$ cat src/rtl/imm_raster_scan_pkg.sv
// Shared constants and FSM encoding for the image-masking raster feeder.
package imm_raster_scan_pkg;

    localparam int IMG_W_DEF  = 320;
    localparam int IMG_H_DEF  = 240;
    localparam int PIX_W_DEF  = 12;
    localparam int ADDR_W_DEF = 17;
    localparam int I_W        = 9;
    localparam int J_W        = 8;
    localparam int COORD_W    = I_W + J_W;

    typedef enum logic [1:0] {
        ST_IDLE  = 2'd0,
        ST_SCAN  = 2'd1,
        ST_DRAIN = 2'd2
    } state_t;

endpackage

$ cat src/rtl/imm_raster_scan_skid_fifo.sv
// Two-entry FIFO absorbing the one-cycle memory latency; head is always entry 0.
module imm_raster_scan_skid_fifo #(
    parameter int DW = 29
) (
    input  logic          clk,
    input  logic          rst,
    input  logic          push,
    input  logic          pop,
    input  logic [DW-1:0] din,
    output logic [1:0]    occ,
    output logic [DW-1:0] head
);

    logic [DW-1:0] d0;
    logic [DW-1:0] d1;
    logic [1:0]    cnt;
    logic          do_pop;
    logic          do_push;

    assign do_pop  = pop && (cnt != 2'd0);
    assign do_push = push && ((cnt != 2'd2) || do_pop);

    always_ff @(posedge clk or posedge rst) begin
        if (rst) begin
            d0  <= '0;
            d1  <= '0;
            cnt <= 2'd0;
        end else begin
            case ({do_push, do_pop})
                2'b10: begin
                    if (cnt == 2'd0) d0 <= din;
                    else             d1 <= din;
                    cnt <= cnt + 2'd1;
                end
                2'b01: begin
                    d0  <= d1;
                    cnt <= cnt - 2'd1;
                end
                2'b11: begin
                    // Occupancy unchanged; the new word lands behind whatever remains.
                    if (cnt == 2'd1) begin
                        d0 <= din;
                    end else begin
                        d0 <= d1;
                        d1 <= din;
                    end
                end
                default: ;
            endcase
        end
    end

    assign occ  = cnt;
    assign head = d0;

endmodule

$ cat src/rtl/imm_raster_scan.sv
// Raster-scans one frame from synchronous memory and streams {pixel, i, j} beats.
module imm_raster_scan
    import imm_raster_scan_pkg::*;
#(
    parameter int IMG_W  = IMG_W_DEF,
    parameter int IMG_H  = IMG_H_DEF,
    parameter int PIX_W  = PIX_W_DEF,
    parameter int ADDR_W = ADDR_W_DEF
) (
    input  logic              clk,
    input  logic              rst,
    input  logic              start,
    output logic              busy,
    output logic              done,
    output logic              mem_rd_en,
    output logic [ADDR_W-1:0] mem_addr,
    input  logic [PIX_W-1:0]  mem_rdata,
    output logic              out_valid,
    input  logic              out_ready,
    output logic [PIX_W-1:0]  pixel,
    output logic [I_W-1:0]    i_p,
    output logic [J_W-1:0]    j_p
);

    localparam int DW = PIX_W + COORD_W;
    localparam logic [I_W-1:0] I_LAST = I_W'(IMG_W - 1);
    localparam logic [J_W-1:0] J_LAST = J_W'(IMG_H - 1);

    state_t            state;
    state_t            state_nx;
    logic [I_W-1:0]    i_cnt;
    logic [J_W-1:0]    j_cnt;
    logic [ADDR_W-1:0] addr;
    logic              inflight;
    logic [I_W-1:0]    i_fl;
    logic [J_W-1:0]    j_fl;
    logic [1:0]        occ;
    logic [DW-1:0]     head;
    logic              pop;
    logic              rd_en;
    logic              last_pop;
    logic [2:0]        level;

    assign out_valid = (occ != 2'd0);
    assign pop       = out_valid && out_ready;
    // Projected buffer fill after this cycle, before any new issue.
    assign level     = {1'b0, occ} + {2'b0, inflight} - {2'b0, pop};
    assign last_pop  = pop && (occ == 2'd1) && !inflight;

    always_comb begin
        state_nx = state;
        rd_en    = 1'b0;
        case (state)
            ST_IDLE: begin
                if (start) state_nx = ST_SCAN;
            end
            ST_SCAN: begin
                rd_en = (level < 3'd2);
                if (rd_en && (i_cnt == I_LAST) && (j_cnt == J_LAST)) state_nx = ST_DRAIN;
            end
            ST_DRAIN: begin
                if (last_pop) state_nx = ST_IDLE;
            end
            default: state_nx = ST_IDLE;
        endcase
    end

    always_ff @(posedge clk or posedge rst) begin
        if (rst) begin
            state <= ST_IDLE;
            done  <= 1'b0;
        end else begin
            state <= state_nx;
            done  <= (state == ST_DRAIN) && last_pop;
        end
    end

    always_ff @(posedge clk or posedge rst) begin
        if (rst) begin
            i_cnt    <= '0;
            j_cnt    <= '0;
            addr     <= '0;
            inflight <= 1'b0;
            i_fl     <= '0;
            j_fl     <= '0;
        end else begin
            inflight <= rd_en;
            if ((state == ST_IDLE) && start) begin
                i_cnt <= '0;
                j_cnt <= '0;
                addr  <= '0;
            end else if (rd_en) begin
                i_fl <= i_cnt;
                j_fl <= j_cnt;
                addr <= addr + 1'b1;
                if (i_cnt == I_LAST) begin
                    i_cnt <= '0;
                    j_cnt <= j_cnt + 1'b1;
                end else begin
                    i_cnt <= i_cnt + 1'b1;
                end
            end
        end
    end

    imm_raster_scan_skid_fifo #(.DW(DW)) u_fifo (
        .clk  (clk),
        .rst  (rst),
        .push (inflight),
        .pop  (pop),
        .din  ({mem_rdata, i_fl, j_fl}),
        .occ  (occ),
        .head (head)
    );

    assign busy      = (state != ST_IDLE);
    assign mem_rd_en = rd_en;
    assign mem_addr  = addr;
    assign pixel     = head[DW-1:COORD_W];
    assign i_p       = head[COORD_W-1:J_W];
    assign j_p       = head[J_W-1:0];

endmodule

$ cat config.mk
export PLATFORM = sky130hd
export DESIGN_NAME = imm_raster_scan
export DESIGN_NICKNAME = d
export VERILOG_FILES = /design/src/rtl/imm_raster_scan_pkg.sv /design/src/rtl/imm_raster_scan_skid_fifo.sv /design/src/rtl/imm_raster_scan.sv
export SDC_FILE = /design/constraint.sdc
export NUM_CORES = 1
export LEC_CHECK = 0
export CORE_MARGIN = 3
export CORE_UTILIZATION = 55
export CTS_CLUSTER_SIZE = 20
export DETAILED_ROUTE_END_ITERATION = 6
export GPL_TIMING_DRIVEN = 0
export PLACE_DENSITY = 0.79
export SYNTH_ARGS = -nofsm -noshare
export SYNTH_HDL_FRONTEND = slang
export SYNTH_HIERARCHICAL = 1
export SYNTH_SLANG_ARGS = --single-unit
$ cat constraint.sdc
create_clock -name clk -period 6.6 [get_ports clk]
set_input_delay 1.32 -clock clk [delete_from_list [all_inputs] [get_ports clk]]
set_output_delay 1.32 -clock clk [all_outputs]
set_load 0.05 [all_outputs]
==> results.ini, run 1 <==
[run_status]
status = finished, final reports clean

[flow_run]
cap_violations = 0

[cells_and_area]
fillCellCount = 697
nets = 653
syn_to_final_growth_pct = 26.4
final_area_um2 = 6950
drive_gt1_share_pct = 13.8
antenna_cells = 0

[drt]
totalWireLength_mm = 13.9
drc = 0
dr.pass1.iters = 5
vias = 4669
routedWlPerCell_um = 18.0
vias_per_cell = 6.05
ant_nets = 0
dr.first_iter.drc_count = 294

[logic_synthesis]
ys.warnings.count = 6
synth_edf_count = 0
avgSynthCellArea_um2 = 10.1
synth_ff_type = dfrtp_1
synth_top_cell_by_area = dfrtp_1
synthArstFlopShare_pct = 100
synth_top_cell_area_share_pct = 52.3
yosysSeqAreaShare_pct = 52.3
synth.distinct_cells = 47
synthesis.nets = 567
ys_ff_latch = 115
netlist_area_um2 = 5500
ys_top_cells_by_area = dfrtp_1 (52%), nand2_1 (4.8%), mux2_2 (4.3%), nand3_1 (4.3%), o21ai_0 (3.6%)
netlist_instances = 544

[worst_setup_path]
r2r_start = u_fifo/occ[1]
critical_path_arrival_ps = 4710
end_kind = primary output
cp.required_ps = 5280
cp_max_fo = 11
rrSetupSlack_ps = 3370
critical_path_class = in2out
critPathLaunchType = input pin
worst-r2r-cell-count = 10
regToRegEndpoint = j_cnt[3]

[grt]
grt_antenna_before_repair = 0
gr-usage-all-layers_pct = 26.0
grt_pass1_wl_mm = 23.2
grt_start_max_net_pins = 39
grt-ovfl-total = 0
grt_pass1_vias = 4679

[timing]
slew_viol_final = 0
worst_pin_slew_ps = 708
rsz0062_at_grt = false
fmax_mhz = 166
skew_ps = 6.56
period_share_pct = 91.3
fin_crit_ps = 6030
hold_viol_final = 0
worst_slew_margin_rel_pct = 52.8
setup_tns_ps = 0
timing.final.setup_violations = 0
fin_ws_ps = 573

[cts]
ctsResizeCount = 0
cts_sinks = 115
clock_latency_ps = 500
ctsHoldBuffers = 0
numCtsBuffers = 17
cts_buffer_depth = 2
htreeDepth = 4
cts_root_buf = clkbuf_8
clkTransAtPathRegs_ps = 50
cts_setup_buffers = 0
tritoncts = done

[die]
die_area_um2 = 11200
start_util_pct = 58.1
ios = 66
die_h_um = 106
core_area_um2 = 9460
die_w_um = 106
rows = 35

[hold_path]
hold_class = reg2reg
whs_path_depth = 2
holdPathEnd = i_fl[3]
min_from = i_fl[3]

[power]
ir_worst_vdd_uv = 362
power.density_nw_per_um2 = 514
leakagePower_nw = 3.00

[placement]
io_buffers = 65
placed_cell_area_um2 = 6350
place_hpwl_mm = 9.03
gp_congestion = 0.861
pre_cts_ws_ps = 165

[state kept, by name, indices dropped and copies added (netlist names)]
signal and cells:
done 1, i_cnt 9, i_fl 9, inflight 1, j_cnt 8, j_fl 8, mem_addr 17, state 2
u_fifo/d1 29, u_fifo/head 29, u_fifo/occ 2
[worst max path at each step]
stage	start	endpoint	slack, ps
2_1_floorplan	out_ready	mem_rd_en	1740
3_3_place_gp	out_ready	mem_rd_en	170
3_5_place_dp	out_ready	mem_rd_en	170
4_1_cts	out_ready	mem_rd_en	160
5_1_grt	out_ready	mem_rd_en	330
6_report	out_ready	mem_rd_en	570
[placed cells by master, fill, tap and decap left out, types with 6 or more instances in the layout]
master,count
dfrtp_1,115
nand2_1,71
clkdlybuf4s50_1,64
nand3_1,47
o21ai_0,40
nor3_1,38
a31oi_1,30
clkbuf_1,23
mux2_2,21
clkbuf_16,16
nor2_1,13
inv_1,12
a21oi_1,12
mux2_4,10
nand4_1,9
buf_2,8
or4_1,8
xnor2_1,7
buf_6,7
mux2i_1,7
o31ai_1,7
ha_1,6
[metal layers]
layer  wire length (um)  vias to the layer above  share of wire, %  GRT usage, %
li1                   -                     2147                 -             -
met5                  0                        -                 0             0
met3                765                       28               5.5          4.86
met4                351                        0               2.5          11.1
met2               7180                      208                52          45.2
met1               5610                     2286                40          31.8
[Yosys cell counts, drive strengths merged, types with 9 or more instances]
cell type  count
a21oi         12
a31oi         30
buf           19
clkbuf        20
dfrtp        115
inv           14
mux2          31
nand2         71
nand3         47
nand4          9
nor2          13
nor3          38
o21ai         41
or4           11
[final cells by class]
class	instances	area [um^2]	area share (%)
plain buffers	39	225	3.24
clock buffers	22	443	6.37
clock inverters	10	156	2.25
inverters	14	52.6	0.756
multi-input cells	376	2340	33.7
flip-flops and latches	115	2880	41.4
well taps	129	161	2.32
repair buffers	67	693	9.97
[logic make-up (layout without fill, tap and decap cells)]
logic type / count (synthesis) / in the layout / synth area share [%]
adders and majority gates: 7 / 7 / 1.73
DFF: 115 / 115 / 52.3
buffers and inverters: 53 / 152 / 5.05
and+or+nand+nor: 222 / 222 / 20.4
AOI/OAI and AO/OA: 99 / 99 / 10.5
xor gates and xnor gates: 10 / 10 / 1.59
muxes: 38 / 38 / 8.31
[report_power, final]
group          leakage [nW]  switching, W  internal (W)  total [W]
clock                 0.293      0.000308      0.000621   0.000928
sequential             1.48      0.000153      0.000911    0.00106
combinational          1.22       0.00104      0.000544    0.00158
[through the flow]
step	hold WS, ps	instances	power, W	utilization (%)
after floorplan	458	544	0.00214	-
after global placement	486	738	0.00257	66.7
after detailed placement	488	740	0.00263	67.1
after CTS	502	772	0.00358	73.5
after global routing	517	772	0.00376	73.5
final	498	772	0.00358	73.5
[worst max-delay path, stage by stage]
cell and delay (ps):
clkdlybuf4s50_1 520, nand2_1 60, nor2_1 160, o21ai_0 130, fa_1 560, and3b_1 200, nand2_1 180, inv_1 210
clkbuf_1 380, clkbuf_1 480, dlymetal6s2s_1 500
Note: power is estimated with default switching activity, not from simulation.
==> inputs of run 2 (changes only) <==
--- a/config.mk
+++ b/config.mk
@@ -9,7 +9,6 @@
 export CORE_UTILIZATION = 55
 export CTS_CLUSTER_SIZE = 20
 export DETAILED_ROUTE_END_ITERATION = 6
-export GPL_TIMING_DRIVEN = 0
 export PLACE_DENSITY = 0.79
 export SYNTH_ARGS = -nofsm -noshare
 export SYNTH_HDL_FRONTEND = slang
==> run 2 against run 1 <==
  * Total power fell by 2.3%
  * Clock skew is 2.8 ps higher
  * Clock-buffer cell count decreased by 4
  * Non-clock buffer count fell by 34
  * Critical path depth is the same
  * Design area fell by 2.6%
  * Hold slack better by 2.8 ps
  * Critical path type unchanged
==> results.ini, run 2 (synthesized netlist as in run 1, its figures left out) <==
[worst_setup_path]
critical_path_class = in2out
critical_path_arrival_ps = 3880
end_kind = primary output
worst-r2r-cell-count = 8
rrSetupSlack_ps = 3320
regToRegEndpoint = j_cnt[5]
critPathLaunchType = input pin
startpoint = out_ready
r2r_start = u_fifo/occ[1]
cp.required_ps = 5280
cp_max_fo = 36
crit_end = mem_rd_en

[power]
pwr-share-seq_pct = 30.5
p_int_w = 0.00204
p_clk_share_pct = 27.5
p_comb_share_pct = 42.1
power_w = 0.00349
swShare_pct = 41.7
power.density_nw_per_um2 = 516
ir_worst_vdd_uv = 261
p_switching_w = 0.00146
leakagePower_nw = 2.88

[placement]
place_hpwl_mm = 7.54
pre_cts_ws_ps = 1410
placed_cell_area_um2 = 6140
io_buffers = 65
gp_congestion = 0.828

[grt]
gr-usage-all-layers_pct = 23.1
grt_antenna_before_repair = 0
grt_pass1_vias = 4411
grt_pass1_wl_mm = 21.0
grt_start_max_net_pins = 61
grt-ovfl-total = 0

[die]
start_util_pct = 58.1
die_w_um = 106
rows = 35
ios = 66
die_h_um = 106
core_area_um2 = 9460
die_area_um2 = 11200

[drt]
totalWireLength_mm = 12.4
route.met2.wl_mm = 6.28
vias = 4456
top_layer_used = met4
dr.first_iter.drc_count = 317
ant_nets = 0
routedWlPerCell_um = 16.8
vias_per_cell = 6.04
met3RoutedLength_um = 678
dr.pass1.iters = 5
drc = 0
met1_length_mm = 5.25

[timing]
skew_ps = 9.35
worst_slew_margin_rel_pct = 21.7
fmax_mhz = 192
hold_viol_final = 0
worst_pin_slew_ps = 1170
fin_crit_ps = 5200
rsz0062_at_grt = false
fin_ws_ps = 1400
period_share_pct = 78.7
timing.final.setup_violations = 0
slew_viol_final = 0
setup_tns_ps = 0

[cells_and_area]
final_cell_mix = dfrtp_1 (115), nand2_1 (71), clkdlybuf4s50_1 (64)
antenna_cells = 0
syn_to_final_growth_pct = 23.1
layout_commonest_cell = dfrtp_1
drive_gt1_share_pct = 13.1
seq_area_um2 = 2880
multi_input_area_um2 = 2350
final_area_um2 = 6770
nets = 619
fillCellCount = 662

[cts]
cts_sinks = 115
tritoncts = done
cts_root_buf = clkbuf_8
ctsResizeCount = 0
cts_buffer_depth = 2
cts_setup_buffers = 0
ctsHoldBuffers = 0
clock_latency_ps = 510
numCtsBuffers = 17
clkTransAtPathRegs_ps = 60
htreeDepth = 4

[run_status]
status = finished, final reports clean

[hold_path]
hold_class = reg2reg

[flow_run]
cap_violations = 0

run 2: changes by cell type in the layout (fill, tap and decap cells not counted), sizes merged:
| cell | delta |
|---|---|
| inv | +3 |
| clkinv | -1 |
| dlymetal6s2s | -1 |
| buf | -13 |
| clkinvlp | +2 |
| clkbuf | -24 |
run 2: how the worst min path moves through the flow:
stage / endpoint / startpoint / slack [ps] / cells past startpoint
floorplan: i_fl[8] / i_fl[8] / 460 / 2
global placement: i_fl[4] / i_fl[4] / 480 / 2
detailed placement: i_fl[2] / i_fl[2] / 480 / 2
CTS: i_fl[4] / i_fl[4] / 510 / 2
global route: u_fifo/d1[22] / u_fifo/d1[22] / 510 / 1
finish: i_fl[4] / i_fl[4] / 500 / 2
run 2: layout make-up:
class | instances | share of cell area, %
sequential | 115 | 42.5
multi-input combinational | 376 | 34.7
inverter | 14 | 0.776
tap | 129 | 2.38
timing repair buffer | 72 | 10.3
clock buffer | 18 | 6.32
clock inverter | 14 | 2.96
run 2: power by group through the flow:
stage	combinational [W]	clock (W)	sequential [W]
floorplan	0.000738	0	0.00140
global placement	0.00143	0	0.00106
detailed placement	0.00146	0	0.00107
CTS	0.00148	0.000970	0.00106
global route	0.00157	0.00100	0.00109
finish	0.00147	0.000959	0.00107
run 2: critical path: stages:
cell             delay [ps]
clkdlybuf4s50_1         520
nand2_1                  70
nor2_1                  170
o21ai_0                 140
fa_1                    570
and3b_1                 190
nand2_1                  60
buf_4                   250
inv_1                    90
buf_4                   250
buf_4                   250
run 2: routing by layer:
layer,vias to the layer above,track usage (%)
met5,-,0
met4,0,7.96
met3,28,6.13
met2,158,37.6
met1,2200,30.0
li1,2070,-
run 2: metrics by stage:
step,hold slack (ps),cells,utilization (%)
5_1_grt,514,738,71.6
4_1_cts,505,738,71.6
6_report,501,738,71.6
3_5_place_dp,480,706,64.9
2_1_floorplan,458,544,-
3_3_place_gp,477,706,64.9
